`config.mk`:
```
export PLATFORM = sky130hd
export DESIGN_NAME = hnf_bump_pipe
export DESIGN_NICKNAME = d
export VERILOG_FILES = /design/src/rtl/hnf_bump_pipe.sv
export SDC_FILE = /design/constraint.sdc
export NUM_CORES = 2
export LEC_CHECK = 0
export CAP_MARGIN = 20
export CORE_ASPECT_RATIO = 2
export CORE_MARGIN = 2
export CORE_UTILIZATION = 47
export CTS_CLUSTER_SIZE = 12
export DETAILED_ROUTE_END_ITERATION = 8
export PLACE_DENSITY = 0.75
export SLEW_MARGIN = 20
export SYNTH_ARGS = -nofsm -noshare
export SYNTH_HDL_FRONTEND = slang
export SYNTH_SLANG_ARGS = --single-unit
```
`constraint.sdc`:
```
create_clock -name clk -period 7.2 [get_ports clk]
set_clock_uncertainty 0.05 [all_clocks]
set_input_delay 1.8 -clock clk [delete_from_list [all_inputs] [get_ports clk]]
set_output_delay 1.8 -clock clk [all_outputs]
set_load 0.05 [all_outputs]
```
`src/rtl/hnf_bump_pipe.sv`:
```
// Retiming pipeline for long HNF routes: a chain of 2-entry skid-buffer slices with a
// valid/ready handshake, synchronous flush and a registered occupancy count.
module hnf_bump_pipe #(
   parameter int DATA_WIDTH = 512,
   parameter int STAGES     = 2,
   parameter int BYPASS     = 0,
   localparam int OCC_W     = $clog2(2*STAGES+1)
) (
   input  logic                  clk,
   input  logic                  rst,
   input  logic                  flush,
   input  logic                  in_valid,
   output logic                  in_ready,
   input  logic [DATA_WIDTH-1:0] in_data,
   output logic                  out_valid,
   input  logic                  out_ready,
   output logic [DATA_WIDTH-1:0] out_data,
   output logic [OCC_W-1:0]      occupancy,
   output logic                  idle
);

   generate
      if (BYPASS != 0) begin : g_bypass
         logic unused_ok;
         assign unused_ok = &{1'b0, clk, rst};
         assign out_valid = in_valid & ~flush;
         assign out_data  = in_data;
         assign in_ready  = out_ready & ~flush;
         assign occupancy = '0;
         assign idle      = 1'b1;
      end else begin : g_pipe
         // Index k is the interface between slice k-1 and slice k.
         logic                  stage_valid [STAGES+1];
         logic                  stage_ready [STAGES+1];
         logic [DATA_WIDTH-1:0] stage_data  [STAGES+1];
         logic                  in_fire;
         logic                  out_fire;
         logic [OCC_W-1:0]      occ_reg;

         assign stage_valid[0]      = in_valid & rst & ~flush;
         assign stage_data[0]       = in_data;
         assign stage_ready[STAGES] = out_ready & ~flush;

         assign in_ready  = stage_ready[0] & rst & ~flush;
         assign out_valid = stage_valid[STAGES] & rst & ~flush;
         assign out_data  = stage_data[STAGES];
         assign in_fire   = in_valid & in_ready;
         assign out_fire  = out_valid & out_ready;

         for (genvar gi = 0; gi < STAGES; gi++) begin : g_slice
            logic                  main_valid_reg;
            logic                  skid_valid_reg;
            logic                  ready_reg;
            logic [DATA_WIDTH-1:0] main_data_reg;
            logic [DATA_WIDTH-1:0] skid_data_reg;
            logic                  slice_fire;
            logic                  main_free;

            assign slice_fire = stage_valid[gi] & ready_reg;
            // Main can take a new beat when it is empty or being consumed this edge.
            assign main_free  = ~main_valid_reg | stage_ready[gi+1];

            always_ff @(posedge clk) begin
               if (!rst) begin
                  main_valid_reg <= 1'b0;
                  skid_valid_reg <= 1'b0;
                  ready_reg      <= 1'b1;
                  main_data_reg  <= '0;
                  skid_data_reg  <= '0;
               end else if (flush) begin
                  main_valid_reg <= 1'b0;
                  skid_valid_reg <= 1'b0;
                  ready_reg      <= 1'b1;
               end else begin
                  if (main_free) begin
                     if (skid_valid_reg) begin
                        main_valid_reg <= 1'b1;
                        main_data_reg  <= skid_data_reg;
                        skid_valid_reg <= 1'b0;
                     end else begin
                        main_valid_reg <= slice_fire;
                        if (slice_fire) begin
                           main_data_reg <= stage_data[gi];
                        end
                     end
                  end else if (slice_fire) begin
                     skid_valid_reg <= 1'b1;
                     skid_data_reg  <= stage_data[gi];
                  end
                  // Ready mirrors next-cycle skid emptiness, so it never depends on downstream.
                  ready_reg <= main_free | ~(skid_valid_reg | slice_fire);
               end
            end

            assign stage_ready[gi]  = ready_reg;
            assign stage_valid[gi+1] = main_valid_reg;
            assign stage_data[gi+1]  = main_data_reg;
         end

         always_ff @(posedge clk) begin
            if (!rst || flush) begin
               occ_reg <= '0;
            end else if (in_fire && !out_fire) begin
               occ_reg <= occ_reg + OCC_W'(1);
            end else if (!in_fire && out_fire) begin
               occ_reg <= occ_reg - OCC_W'(1);
            end
         end

         assign occupancy = occ_reg;
         assign idle      = (occ_reg == '0);
      end
   endgenerate

endmodule

```
==> impl_metrics.env <==
export IMPL_post_cts_resized=0
export IMPL_dieWidth_um=316.0
export IMPL_synth_seq_cells=2057
export IMPL_worst_setup_hold_path_clk_slew_ns=0.06
export IMPL_worst_path_arrival_ns=3.53
export IMPL_peakVddDrop_mv=0.2171
export IMPL_synth_top_family_by_area="compound AO/OA/AOI/OAI gates"
export IMPL_share_of_the_synthesized_area_in_compound_gates_ao_oa_aoi_oai=0.1895
export IMPL_critPathLaunchType="primary input"
export IMPL_core_area_um2=194000
export IMPL_critical_path_fanout_max=70
export IMPL_n_fill_cell=17211
export IMPL_post_synth_fa_ha_maj_area_fraction=0.0003554
export IMPL_gr_usage_all_layers=0.3135
export IMPL_io_pins=1035
export IMPL_cts_max_level=4
export IMPL_post_synth_and_or_nand_nor_area_fraction=0.1765
export IMPL_fp_dieArea_um2=198500
export IMPL_worstSetupStartpoint="rst"
export IMPL_initial_utilization=0.4718
export IMPL_final_common_cell="sky130_fd_sc_hd__dfxtp_1"
export IMPL_detail_route_vias_per_cell=6.429
export IMPL_first_global_vias=78766
export IMPL_clock_path_buffers=4
export IMPL_synth_yosys_warnings=0
export IMPL_cts_setup_buffers=0
export IMPL_final_critical_path_setup_slack_ns=1.816
export IMPL_worstHoldPathCells=2
export IMPL_hold_class="flip-flop to flip-flop"
export IMPL_timing_critical_path_to_type="output pin"
export IMPL_detail_route_wl_per_cell_um=24.84
export IMPL_globalRouteOverflowTotal=0
export IMPL_multiInputGateArea_um2=44510
export IMPL_period_needed_ns=5.384
export IMPL_antenna_violating_nets_post_route=0
export IMPL_synth_area_per_cell_um2=8.658
export IMPL_rr_worst_depth=5
export IMPL_largest_reg_flops=1024
export IMPL_sequential_cell_area_um2=41190
export IMPL_synthCells=10571
export IMPL_vias_post_dr=85418
export IMPL_number_of_antenna_violations_at_the_first_check_in_global_routing=114
export IMPL_fin_crit_sh=0.7478
export IMPL_net_count_after_synthesis=11090
export IMPL_clkSinkCount=2057
export IMPL_setup_violations=0
export IMPL_synth_cell_types=33
export IMPL_numCtsBuffers=202
export IMPL_cts_hold_repair_buffers=0
export IMPL_reg2reg_from="g_pipe.g_slice[1].skid_valid_reg"
export IMPL_rsz_0062_raised_after_global_routing="false"
export IMPL_critPathKind="primary input to output pin"
export IMPL_final_max_slew_violation_count=0
export IMPL_die_h_um=628.1
export IMPL_tns_ns=0
export IMPL_holdCritStartpoint="g_pipe.g_slice[0].main_data_reg[88]"
export IMPL_tightestPinTransition_ns=1.245
export IMPL_drt_first_iter_violations=10188
export IMPL_max_freq_ghz=0.1857
export IMPL_worst_slew_margin_rel=0.1703
export IMPL_drtPass1Iterations=6
export IMPL_total_standard_cell_area_after_synthesis_um2=91520
export IMPL_buffer_ports_inserted=1034
export IMPL_power_per_cell_area_nw_per_um2=214.0
export IMPL_syn_to_final_growth_pct=16.45
export IMPL_place_detailed_hpwl_mm=191.5
export IMPL_global_route_wire_length_before_repair_mm=493.2
export IMPL_clock_tree_from_tritoncts="yes"
export IMPL_layout_cells_most_common_list="sky130_fd_sc_hd__dfxtp_1 (2055), sky130_fd_sc_hd__clkdlybuf4s50_1 (1031), sky130_fd_sc_hd__a21oi_1 (1027), sky130_fd_sc_hd__nand3_1 (1024), sky130_fd_sc_hd__o21ai_0 (577)"
export IMPL_pre_cts_slack_ns=1.843
export IMPL_cp_required_ns=5.35
export IMPL_power_leakage_nw=35.95
export IMPL_yosys_mux_area_fraction=0.1191
export IMPL_routabilityCongestion=0.8813
export IMPL_maxCapViolations=0
export IMPL_totalWireLength_mm=330.1
export IMPL_synth_yosys_seq_area_share=0.4499
export IMPL_num_nets_final=11150
export IMPL_buffer_cell_driving_the_clock_tree_root="sky130_fd_sc_hd__clkbuf_16"
export IMPL_rows=229
export IMPL_proportion_of_layout_cells_with_a_drive_suffix_above_1=0.04743
export IMPL_hold_viol=0
export IMPL_grt_start_max_net_pins=236
export IMPL_post_synth_xor_area_fraction=0.0001914
export IMPL_run_status="completed"
export IMPL_post_route_drc_count=0
export IMPL_insertion_delay_of_the_later_clocked_pin_in_the_worst_skew_pair_ns=0.84
cell usage after synthesis (all sizes together):
cell       n  area share
mux2i    513       0.056
ha         1     0.00014
inv        4     0.00016
xor2       2     0.00019
nand3   1024       0.056
clkbuf   747       0.031
nand4b     2     0.00036
nor2b      3     0.00021
nor4     512       0.035
a21oi   1028       0.056
a21o       1    0.000082
mux2     512       0.063
o211ai   513       0.042
or3        3     0.00021
fa         1     0.00022
buf      560       0.034
nand2b   514       0.035
nor2       3     0.00012
and4b      1     0.00011
nand2    514       0.021
dfxtp   2057        0.45
o21ai   1026       0.056
and2       2     0.00014
nor3     515       0.028
clkinv     1    0.000055
a31oi    512       0.035
per-layer routing:
metal	up-vias	part of all wire	routed length [µm]	track usage
li1	38796	-	-	-
met1	41593	0.39	127100	0.3974
met2	4100	0.44	144300	0.4726
met3	809	0.12	38080	0.09536
met4	120	0.060	19810	0.1717
met5	-	0.0025	811	0
logic make-up (layout without fill, tap and decap cells):
group,after synthesis,count (layout)
AOI/OAI and AO/OA,3080,3080
xor gates and xnor gates,2,2
adders and majority gates,2,2
buffers and inverters,1312,1410
DFF,2057,2057
muxes,1025,1025
other,0,77
and+or+nand+nor,3093,3093
report_power, final:
group | switching [W] | internal [W]
sequential | 0.0000841 | 0.0115
clock | 0.00446 | 0.00516
combinational | 0.00105 | 0.000569
total | 0.00560 | 0.0172
critical path: stages:
cell,delay (ns)
sky130_fd_sc_hd__buf_8,0.44
sky130_fd_sc_hd__nor2b_1,0.25
sky130_fd_sc_hd__and2_1,0.18
sky130_fd_sc_hd__clkdlybuf4s50_1,0.82
path summary, 6_finish.rpt:
kind                                                             to  slack [ns]
worst max-delay path                                       in_ready        1.82
worst min-delay path            g_pipe.g_slice[1].skid_data_reg[88]        0.40
worst max register to register                        out_data[268]        3.55
worst min register to register  g_pipe.g_slice[1].skid_data_reg[88]        0.40
layout make-up:
| type | instances | share of cell area |
|---|---|---|
| inverters | 5 | 0.0004696 |
| flip-flops and latches | 2057 | 0.3864 |
| clock inverters | 16 | 0.002019 |
| diodes | 77 | 0.001808 |
| multi-input cells | 7202 | 0.4176 |
| clock buffers | 226 | 0.04912 |
| well taps | 2541 | 0.02983 |
| repair buffers | 1163 | 0.1127 |
metrics by stage:
| step | area (µm²) | total power [W] | util | hold WS [ns] | std cells |
|---|---|---|---|---|---|
| floorplan | 91520 | 0.01269 | - | 0.3975 | 10571 |
| detailed placement | 100900 | 0.01340 | 0.5202 | 0.4110 | 12967 |
| finish | 106600 | 0.02281 | 0.5495 | 0.4003 | 13287 |
| CTS | 106400 | 0.02288 | 0.5483 | 0.3932 | 13209 |
| global placement | 100900 | 0.01339 | 0.5202 | 0.4041 | 12967 |
| global route | 106400 | 0.02336 | 0.5487 | 0.4237 | 13231 |
Power figures use the tool's default switching activity.
